===== config.mk =====
export PLATFORM = sky130hd
export DESIGN_NAME = traffic_ctrl_param
export DESIGN_NICKNAME = d
export VERILOG_FILES = /design/src/rtl/traffic_ctrl_param.sv
export SDC_FILE = /design/constraint.sdc
export NUM_CORES = 1
export LEC_CHECK = 0
export BUFFER_PORTS_ARGS = -buffer_cell sky130_fd_sc_hd__buf_2
export CAP_MARGIN = 30
export CORE_MARGIN = 1.5
export CORE_UTILIZATION = 53
export CTS_CLUSTER_DIAMETER = 150
export DETAILED_ROUTE_END_ITERATION = 6
export GPL_TIMING_DRIVEN = 0
export PLACE_DENSITY = 0.87
export SETUP_SLACK_MARGIN = 0.4
export SLEW_MARGIN = 20
export SYNTH_ARGS = -nofsm -noshare
export SYNTH_HDL_FRONTEND = slang
export SYNTH_SLANG_ARGS = --single-unit
export TNS_END_PERCENT = 10

===== constraint.sdc =====
create_clock -name i_clk -period 3.2 [get_ports i_clk]
set_input_delay 0.16 -clock i_clk [delete_from_list [all_inputs] [get_ports i_clk]]
set_output_delay 0.16 -clock i_clk [all_outputs]
set_load 0.01 [all_outputs]

===== src/rtl/traffic_ctrl_param.sv =====
// Parametrised two-way (NS/EW) traffic-light controller.
// Fixed phase sequence with per-direction green times, all-red clearance,
// pedestrian green shortening, night flashing mode, and a two-digit countdown
// presented as BCD and active-low 7-segment.
//
// Ports:
//   i_clk       system clock
//   i_rst       synchronous reset, active-high
//   i_ped_req   pedestrian request, one-cycle pulse (debounced upstream)
//   i_night     night-mode level
//   o_ledns     NS lamps {red,yellow,green}, active-high
//   o_ledew     EW lamps {red,yellow,green}, active-high
//   o_bcd       countdown {tens,ones} in BCD
//   o_seg1      tens digit segments {g..a}, active-low
//   o_seg0      ones digit segments {g..a}, active-low
//   o_ped_wait  pedestrian request latched and not yet served
module traffic_ctrl_param #(
  parameter int unsigned TICK_DIV      = 50_000_000,
  parameter int unsigned GREEN_NS      = 30,
  parameter int unsigned GREEN_EW      = 25,
  parameter int unsigned YELLOW_T      = 3,
  parameter int unsigned ALL_RED_T     = 2,
  parameter int unsigned PED_GREEN_MAX = 5
) (
  input  logic       i_clk,
  input  logic       i_rst,
  input  logic       i_ped_req,
  input  logic       i_night,
  output logic [2:0] o_ledns,
  output logic [2:0] o_ledew,
  output logic [7:0] o_bcd,
  output logic [6:0] o_seg1,
  output logic [6:0] o_seg0,
  output logic       o_ped_wait
);

  localparam int unsigned PW = (TICK_DIV > 2) ? $clog2(TICK_DIV) : 1;
  localparam int unsigned RW = 7;

  typedef enum logic [2:0] {NS_G, NS_Y, AR1, EW_G, EW_Y, AR2, NIGHT} state_t;

  state_t        state;
  logic [RW-1:0] rem;
  logic [PW-1:0] presc;
  logic          flash;
  logic          ped_latch;
  logic          tick;
  logic [7:0]    rem_bcd;

  // Phase successor in the fixed cycle.
  function automatic state_t next_phase(input state_t s);
    case (s)
      NS_G:    return NS_Y;
      NS_Y:    return AR1;
      AR1:     return EW_G;
      EW_G:    return EW_Y;
      EW_Y:    return AR2;
      default: return NS_G;
    endcase
  endfunction

  // Duration loaded on entry to a phase.
  function automatic logic [RW-1:0] phase_dur(input state_t s);
    case (s)
      NS_G:       return RW'(GREEN_NS);
      EW_G:       return RW'(GREEN_EW);
      NS_Y, EW_Y: return RW'(YELLOW_T);
      default:    return RW'(ALL_RED_T);
    endcase
  endfunction

  function automatic logic [2:0] ns_lamp(input state_t s);
    case (s)
      NS_G:    return 3'b001;
      NS_Y:    return 3'b010;
      default: return 3'b100;
    endcase
  endfunction

  function automatic logic [2:0] ew_lamp(input state_t s);
    case (s)
      EW_G:    return 3'b001;
      EW_Y:    return 3'b010;
      default: return 3'b100;
    endcase
  endfunction

  function automatic logic [6:0] seg7(input logic [3:0] d);
    case (d)
      4'd0:    return 7'b1000000;
      4'd1:    return 7'b1111001;
      4'd2:    return 7'b0100100;
      4'd3:    return 7'b0110000;
      4'd4:    return 7'b0011001;
      4'd5:    return 7'b0010010;
      4'd6:    return 7'b0000010;
      4'd7:    return 7'b1111000;
      4'd8:    return 7'b0000000;
      4'd9:    return 7'b0010000;
      default: return 7'h7F;
    endcase
  endfunction

  assign tick    = (presc == PW'(TICK_DIV - 1));
  assign rem_bcd = {4'(rem / RW'(10)), 4'(rem % RW'(10))};

  // Prescaler, phase FSM, pedestrian latch and registered outputs.
  always_ff @(posedge i_clk) begin
    if (i_rst) begin
      state      <= AR2;
      rem        <= RW'(ALL_RED_T);
      presc      <= '0;
      flash      <= 1'b0;
      ped_latch  <= 1'b0;
      o_ledns    <= 3'b100;
      o_ledew    <= 3'b100;
      o_bcd      <= {4'(ALL_RED_T / 10), 4'(ALL_RED_T % 10)};
      o_seg1     <= seg7(4'(ALL_RED_T / 10));
      o_seg0     <= seg7(4'(ALL_RED_T % 10));
      o_ped_wait <= 1'b0;
    end else begin
      presc <= tick ? '0 : presc + PW'(1);

      // Outputs mirror the state held during this cycle.
      if (state == NIGHT) begin
        o_ledns <= {1'b0, flash, 1'b0};
        o_ledew <= {1'b0, flash, 1'b0};
        o_bcd   <= 8'h00;
        o_seg1  <= 7'h7F;
        o_seg0  <= 7'h7F;
      end else begin
        o_ledns <= ns_lamp(state);
        o_ledew <= ew_lamp(state);
        o_bcd   <= rem_bcd;
        o_seg1  <= seg7(rem_bcd[7:4]);
        o_seg0  <= seg7(rem_bcd[3:0]);
      end
      o_ped_wait <= ped_latch;

      if (state != NIGHT && i_night) begin
        // Night entry beats any phase advance in the same cycle.
        state     <= NIGHT;
        flash     <= 1'b1;
        ped_latch <= 1'b0;
      end else if (state == NIGHT) begin
        if (!i_night) begin
          state <= AR2;
          rem   <= RW'(ALL_RED_T);
        end else if (tick) begin
          flash <= ~flash;
        end
      end else begin
        if (i_ped_req) ped_latch <= 1'b1;
        // Green cap takes priority over the tick decrement.
        if ((state == NS_G || state == EW_G) && ped_latch &&
            rem > RW'(PED_GREEN_MAX)) begin
          rem <= RW'(PED_GREEN_MAX);
        end else if (tick) begin
          if (rem == RW'(1)) begin
            state <= next_phase(state);
            rem   <= phase_dur(next_phase(state));
            // A request arriving on the clearing cycle stays latched.
            if ((next_phase(state) == AR1 || next_phase(state) == AR2) && !i_ped_req)
              ped_latch <= 1'b0;
          end else begin
            rem <= rem - RW'(1);
          end
        end
      end
    end
  end

endmodule

* Yosys cells after proc, flatten, opt, wreduce, memory -nomap -nowiden
Memories as Yosys holds them, arrays and structs flattened. Cells that the tools add are included.
Word-level totals: register bits after elaboration 67, memory bits (read-only) 224, input port bits 4, output and inout bits 29, logic and storage cells 100, memories 2
Memories:
- (no name shown) | words 16, bits a word 7, rd ports 1, clocked after memory_dff 0, write ports 0, line 89 | case (d)
- (no name shown) | words 16, bits a word 7, rd ports 1, clocked after memory_dff 0, write ports 0, line 89
Operators by class: add/sub/neg operators 2, divide/modulo/power cells 2, $lt $le $gt $ge 1, eq/ne operators 17, mux-type cells 32, bitwise operators 2, reductions and logical operators 25
Operators by type and width (number):
- $mux W7 | 6
- $mux W3 | 10
- $add A26 B1 Y26 const B | 1
- $eq A26 B26 Y1 const B | 1
- $pmux W3 S5 | 1
- $pmux W5 S3 | 1
- $eq A3 B2 Y1 const B | 4
- $eq A3 B3 Y1 const B | 4
- $pmux W3 S2 | 2
- $reduce_bool A2 Y1 | 5
- $mux W1 | 9
- $ne A3 B3 Y1 const B | 3
- $reduce_bool A3 Y1 | 3
- $reduce_and A4 Y1 | 2
- $reduce_or A2 Y1 | 4
- $div A7 B4 Y7 const B | 1
- $eq A7 B1 Y1 const B | 1
- $gt A7 B3 Y1 const B | 1
- $mod A7 B4 Y7 const B | 1
- $sub A7 B1 Y7 const B | 1
- $eq A3 B1 Y1 const B | 2
- $logic_not A3 Y1 | 2
- $mux W6 | 1
- $reduce_and A3 Y1 | 2
- 6 further kinds | 13

* Longest topological paths before layout
Gate-level depths: netlist (run 1).
depth after elaboration 15, depth in mapped cells 16, mapped depth without buffers 13

* Least setup slack after synthesis (run 1)
OpenSTA, ideal clock, no wires.
kind flip-flop to flip-flop, start point register rem[4], end point register o_seg0[4], library setup time 0.095 ns, arrival 3.185 ns, data required time 3.105 ns, path slack -0.080 ns, stages on the path, launching flop included 17, path buffers 4, period minus slack after synthesis 3.280 ns, cells stage by stage dfxtp_1 > clkbuf_1 > buf_2 > o32ai_1 > a21o_1 > buf_2 > xor2_1 > ha_1 > a21o_1 > and2_1 > buf_2 > xnor2_1 > inv_1 > ha_1 > o21ai_0 > a221oi_1 > a221oi_1
On the way: word-level cells in the longest chain between the ends 3
Ends and longest elaborated chain:
- start, declared | line 43 | logic [RW-1:0] rem;
- start signal, assigned | line 111 | rem <= RW'(ALL_RED_T);
- start signal, assigned | line 148 | rem <= RW'(ALL_RED_T);
- start signal, assigned | line 157 | rem <= RW'(PED_GREEN_MAX);
- $mod A7 B4 Y7 | line 105 | assign rem_bcd = {4'(rem / RW'(10)), 4'(rem % RW'(10))};
- $mem_v2 Z16 W7
- $mux W7 | line 125 | if (state == NIGHT) begin
- end signal, assigned | line 119 | o_seg0 <= seg7(4'(ALL_RED_T % 10));
- end signal, assigned | line 136 | o_seg0 <= seg7(rem_bcd[3:0]);
- end, declared | line 33 | output logic [6:0] o_seg0,
No other way between the ends. A chain may end at the register's enable or synchronous reset.

* Worst setup path after layout (run 1)
start point register rem[3], end point register o_seg0[4]
Same word-level chain as after synthesis.

==> out/results.ini, run 1 <==
[yosys]
synthCells = 411
synthArstFlopShare_pct = 0
avgSynthCellArea_um2 = 8.44
yosys.cell_types.count = 59
ys.flop_type = dfxtp_1
synth_seq_cells = 67
syn_nets = 430
synth_enable_flop_cells = 0
ys_seq_area_share_pct = 38.6
yosysWarnings = 0
syn_area_um2 = 3470

[die]
die_w_um = 83.9
core_area_um2 = 6350
die_h_um = 83.9
pin_count = 33
start_util_pct = 54.7
die-area_um2 = 7040
rows = 29

[global_routing]
grt_overflow_total = 0
grt_pass1_vias = 2990
grt_pass1_wl_um = 13900
track_usage_pct = 24.3
grt_max_degree = 13
antenna_found_initial = 0

[cells_and_area]
antennaDiodeCount = 0
regArea_um2 = 1350
multi_input_area_um2 = 2090
final_cells = 557
drive_gt1_share_pct = 23.8
nets = 494
nFillCells = 445
fin_area_um2 = 4290
synthToLayoutAreaGrowth_pct = 23.7

[power_and_ir_drop]
leakagePower_nw = 1.78
peakVddDrop_v = 0.000479
p_per_area_nw_per_um2 = 399

[status]
outcome = finished clean

[sta]
skew_ns = 0.0172
setup_tns_ns = 0
fmax_mhz = 332
worst_pin_slew_ns = 0.743
whs_ns = 0.108
slew_viol_final = 0
slew_headroom_pct = 50.5
hold_viol_final = 0
fin_crit_sh_pct = 94.1
period_minus_slack_ns = 3.01
setup_viol = 0
rsz0062_at_grt = yes

[placement]
port_buffers = 31
dp.cells = 519
place_area_um2 = 3780
routabilityCongestion = 0.855
dpl.hpwl_um = 5380

[routing]
drt_iter0_drc = 278
post_drt_wl_per_cell_um = 16.1
wl_um = 8960
via_per_inst = 5.92
route.detailed.drc = 0
drtPass1Iterations = 5
vias = 3295
antenna_left = 0

[worst_setup_path]
r2r_cells = 16
cp_data_arrival_time_ns = 3.26
crit_path_start_kind = flip-flop
crit_fanout = 3
crit_required_ns = 3.45
worstSetupEndpointType = flip-flop
crit_type = reg2reg

[clock_tree]
cts_tree = done
numCtsBuffers = 9
cts_hold_buf = 0
path_clk_slew_ns = 0.08
insertion_delay_ns = 0.35
cts_max_path_buffers = 2
root_buffer = clkbuf_8
clock_sinks = 67
htree_levels = 3

[job]
maxCapViolCount = 0

[worst_hold_path]
min_path_cells = 2
hold_class = in2reg

state kept, by name (all words and copies together) (netlist names):
signal,cells
flash,1
presc,26
o_ped_wait,1
o_seg1,7
state,3
o_ledew,3
o_bcd,8
o_seg0,7
rem,7
ped_latch,1
o_ledns,3
layout by cell type, fill, tap and decap left out, types with 3 or more instances in the layout:
master	netlist	layout
a21o_1	5	4
a21oi_1	28	28
a221oi_2	1	3
a31oi_1	3	3
and3_1	6	6
and4_1	3	3
buf_2	8	33
buf_4	1	21
buf_6	1	6
clkbuf_1	14	13
clkbuf_8	0	10
dfxtp_1	67	64
ha_1	15	12
inv_1	16	14
nand2_1	28	28
nand2b_1	7	7
nand3_1	20	20
nand3b_1	4	4
nand4_1	11	11
nor2_1	60	60
nor2b_1	4	3
nor3_1	9	7
nor4_1	3	3
o211ai_1	4	4
o21ai_0	9	8
or2_2	4	4
or3_1	7	7
xnor2_1	12	11
xor2_1	20	18
cell type report:
type,instances,area share [%]
multi-input combinational,304,48.7
timing repair buffer,53,7.75
buffer,24,3.99
clock inverter,6,1.49
clock buffer,10,2.97
sequential,67,31.4
tap,77,2.24
inverter,16,1.40
report_power, final:
group          switching, mW  leakage [nW]  total (mW)  internal, mW
clock network          0.341        0.0927       0.701         0.360
logic                 0.0906          1.14       0.147        0.0560
registers             0.0113         0.546       0.863         0.852
total                  0.443          1.78        1.71          1.27
through the flow:
step	setup WS, ns	total power, mW	util (%)
2_1_floorplan	0.300	0.972	-
6_report	0.190	1.71	67.6
4_1_cts	0.262	1.70	66.3
5_1_grt	0.121	1.77	67.6
3_5_place_dp	-0.0739	1.01	59.6
3_3_place_gp	-0.0274	1.01	59.6
repair_timing:
action,CTS,global route
endpoints found under the setup margin,12,18
setup buffers,15,7
pin swaps,8,6
gates resized for setup,22,9
synth_stat cells, types with 3 or more instances:
cell type  instances  area [um2]
a21o_1             5        37.5
a21oi_1           28         140
a221oi_1           3        26.3
a31oi_1            3        18.8
and3_1             6        37.5
and4_1             3        26.3
buf_2              8        40.0
clkbuf_1          14        52.6
dfxtp_1           67        1340
ha_1              15         188
inv_1             16        60.1
nand2_1           28         105
nand2b_1           7        43.8
nand3_1           20         100
nand3b_1           4        30.0
nand4_1           11        68.8
nor2_1            60         225
nor2b_1            4        25.0
nor3_1             9        45.0
nor4_1             3        18.8
o211ai_1           4        30.0
o21ai_0            9        45.0
or2_2              4        25.0
or3_1              7        43.8
xnor2_1           12         105
xor2_1            20         175
worst max-delay path, cell delays in order, from the launching register on:
cell	delay (ns)
dfxtp_4	0.37
buf_8	0.12
nand3b_1	0.20
o32ai_2	0.27
a21o_1	0.13
buf_6	0.12
xor2_4	0.08
ha_4	0.17
a21o_4	0.18
and2_4	0.13
buf_6	0.12
xnor2_4	0.20
inv_2	0.09
ha_4	0.18
o21ai_2	0.16
a221oi_2	0.09
a221oi_2	0.30
per-layer routing:
| layer | vias to the layer above | part of all wire, % | global-route usage [%] |
|---|---|---|---|
| met3 | 32 | 6.8 | 3.96 |
| met5 | - | 0 | 0 |
| li1 | 1564 | - | - |
| met1 | 1529 | 42 | 31.2 |
| met4 | 0 | 2.9 | 11.5 |
| met2 | 170 | 48 | 40.0 |
worst paths after layout:
path	from	end	slack, ns
hold / removal	i_night	ped_latch	0.11
setup reg to reg	rem[3]	o_seg0[4]	0.19
setup / recovery	rem[3]	o_seg0[4]	0.19
hold reg to reg	presc[13]	presc[13]	0.50
kinds of logic after synthesis:
logic type | count (synthesis) | synth area share (%)
simple gates | 178 | 27.0
flops | 67 | 38.6
mux | 1 | 0.288
fa+ha+maj | 17 | 5.98
xor+xnor | 32 | 8.08
compound gates | 76 | 15.1
buf+inv | 40 | 4.94
Note: power is estimated with default switching activity, not from simulation.
==> run 2, diff against run 1 <==
ABC_AREA = 1   (was unset)
==> run 2 against run 1 <==
- clock power is essentially flat
- fmax grew 9.4%
- wire length shrank 7.5%
- critical endpoint is now o_seg0[6]
- critical path depth grew 8
==> out/results.ini, run 2 <==
[status]
outcome = finished clean

[cells_and_area]
final_common_cell = nand2_1
largest_reg_flops = 26
synthToLayoutAreaGrowth_pct = 20.7
layout_common_cells = nand2_1 (75), dfxtp_1 (64), inv_1 (60)
nets = 554
nFillCells = 482
drive_gt1_share_pct = 23.5
antennaDiodeCount = 0
reg_top3 = presc x26, o_bcd x8
largest-register = presc

[sta]
hold_viol_final = 0
setup_viol = 0
period_minus_slack_ns = 2.75
fin_crit_sh_pct = 85.9
slew_viol_final = 0
rsz0062_at_grt = yes
setup_tns_ns = 0
slew_headroom_pct = 48.3
fmax_mhz = 364
worst_pin_slew_ns = 0.764
skew_ns = 0.0107

[clock_tree]
cts_hold_buf = 0
clock_sinks = 67
numCtsBuffers = 9
path_clk_slew_ns = 0.07
cts_tree = done
cts_max_path_buffers = 2
insertion_delay_ns = 0.36
htree_levels = 3
root_buffer = clkbuf_8

[yosys]
yosys.cell_types.count = 39
ys_seq_area_share_pct = 38.5
synth_enable_flop_cells = 0
synthDominantCellAreaShare_pct = 38.5
yosysMostFrequentCell = nand2_1
synthArstFlopShare_pct = 0
syn_nets = 500
synth_seq_cells = 67
syn_area_um2 = 3480
synthCells = 481
synth_common_cells = nand2_1 (78), dfxtp_1 (67), inv_1 (66)
yosysTopAreaCell = dfxtp_1
avgSynthCellArea_um2 = 7.24
yosysWarnings = 0
ys.flop_type = dfxtp_1
synth_top_cells_by_area = dfxtp_1 (39%), nand2_1 (8.4%), inv_1 (7.1%)

[worst_setup_path]
crit_path_start_kind = flip-flop
critPathTopFamily = simple AND/OR/NAND/NOR gates
cp_data_arrival_time_ns = 2.99
crit_fanout = 6
slowest_stage = dfxtp_4
critPathMaxStageDelay_ns = 0.42
cp_common_cell = nand2_4
worstSetupEndpointType = flip-flop
crit_chain = inv_4, nand2_4, nand3_4, nand2_4, nand2_8, nand2_4, nand2_4, buf_4, nand3_2, nand2_4, inv_4, ha_4, inv_4, nand3_4, nand4_1, nand2_4, inv_2, ha_1, inv_1, nand3_1, nand2_1, nor2_1, nor2_1, nor2_1
crit_type = reg2reg
path_buf_inv = 6
crit_required_ns = 3.44

[power_and_ir_drop]
power_mw = 1.90
p_per_area_nw_per_um2 = 452
peakVddDrop_v = 0.000506
leakagePower_nw = 1.94

[die]
die_w_um = 84.0
die-area_um2 = 7060
rows = 29
start_util_pct = 54.8
core_area_um2 = 6350
pin_count = 33
die_h_um = 84.0

[global_routing]
grt_max_degree = 12
antenna_found_initial = 0
grt_overflow_total = 0
grt_pass1_wl_um = 12600
track_usage_pct = 22.0
grt_pass1_vias = 2972

[routing]
via_per_inst = 5.45
post_drt_wl_per_cell_um = 13.4
route.detailed.drc = 0
antenna_left = 0
drtPass1Iterations = 5
wl_um = 8290
drt_iter0_drc = 254
vias = 3364

[placement]
dpl.hpwl_um = 5340
port_buffers = 32
routabilityCongestion = 0.909

[worst_hold_path]
hold_class = in2reg

[job]
maxCapViolCount = 0

[run 2: cell types whose count changed after synthesis, moves of 8 or more]
cell      change
nand3_1       +8
xor2_1       -14
xnor2_1      -10
clkbuf_1      -9
nand2_2      +14
inv_2         +8
o21ai_0      +12
inv_1        +50
nand2_1      +50
[run 2: worst paths after layout]
path / to / cells past startpoint / from / slack, ns
worst max-delay path: o_seg0[6] / 24 / rem[6] / 0.45
worst min-delay path: ped_latch / 3 / i_ped_req / 0.15
worst max register to register: o_seg0[6] / 24 / rem[6] / 0.45
worst min register to register: presc[0] / 1 / presc[0] / 0.45
[run 2: cell families (layout without fill, tap and decap cells)]
family | after synthesis | count (layout) | synth area share, %
buffers and inverters | 84 | 143 | 9.20
AO/OA/AOI/OAI | 74 | 74 | 11.9
flip-flops | 67 | 67 | 38.5
adder cells (fa/ha/maj) | 15 | 15 | 5.39
XOR/XNOR | 8 | 8 | 2.01
AND/OR/NAND/NOR | 233 | 233 | 33.0
[run 2: where the power goes]
group / internal, mW / switching, mW
Clock: 0.377 / 0.324
Sequential: 0.872 / 0.0166
Combinational: 0.114 / 0.195
Total: 1.36 / 0.536
[run 2: area by class of cell]
type / instances / area [um2] / area share, %
multi-input cells: 330 / 1970 / 46.8
flip-flops and latches: 67 / 1350 / 32.1
inverters: 76 / 308 / 7.33
repair buffers: 43 / 246 / 5.87
clock buffers: 11 / 141 / 3.37
well taps: 77 / 96.3 / 2.29
clock inverters: 5 / 52.6 / 1.25
plain buffers: 8 / 41.3 / 0.983
[run 2: layer usage]
layer  global-route usage, %  vias up  wire length (um)
met1                    26.9     1515              3620
met5                       0        -                 0
met3                    6.03       39               523
met4                    10.4        0               269
li1                        -     1662                 -
met2                    35.6      148              3870
[run 2: tightest hold or removal path, delay by kind of cell]
family          cells  cell delay (ns)
compound gates      2             0.21
buf+inv             1             0.09
[run 2: per-stage QoR]
| stage | util, % | cell area [um2] | worst slack [ns] | instances | hold slack (ns) |
|---|---|---|---|---|---|
| after global routing | 66.2 | 4200 | 0.317 | 617 | 0.142 |
| final | 66.2 | 4200 | 0.450 | 617 | 0.149 |
| after CTS | 62.8 | 3990 | 0.403 | 610 | 0.140 |
| after floorplan | - | 3480 | 0.470 | 481 | 0.380 |
| after global placement | 58.9 | 3740 | 0.205 | 590 | 0.427 |
| after detailed placement | 58.9 | 3740 | 0.0626 | 590 | 0.436 |
[run 2: what timing repair did]
| action | CTS | global route |
|---|---|---|
| pin swaps | 1 | 15 |
| resized for setup | 11 | 40 |
| cloned | 0 | 0 |
| setup endpoints to repair | 8 | 14 |
| setup buffers | 4 | 7 |
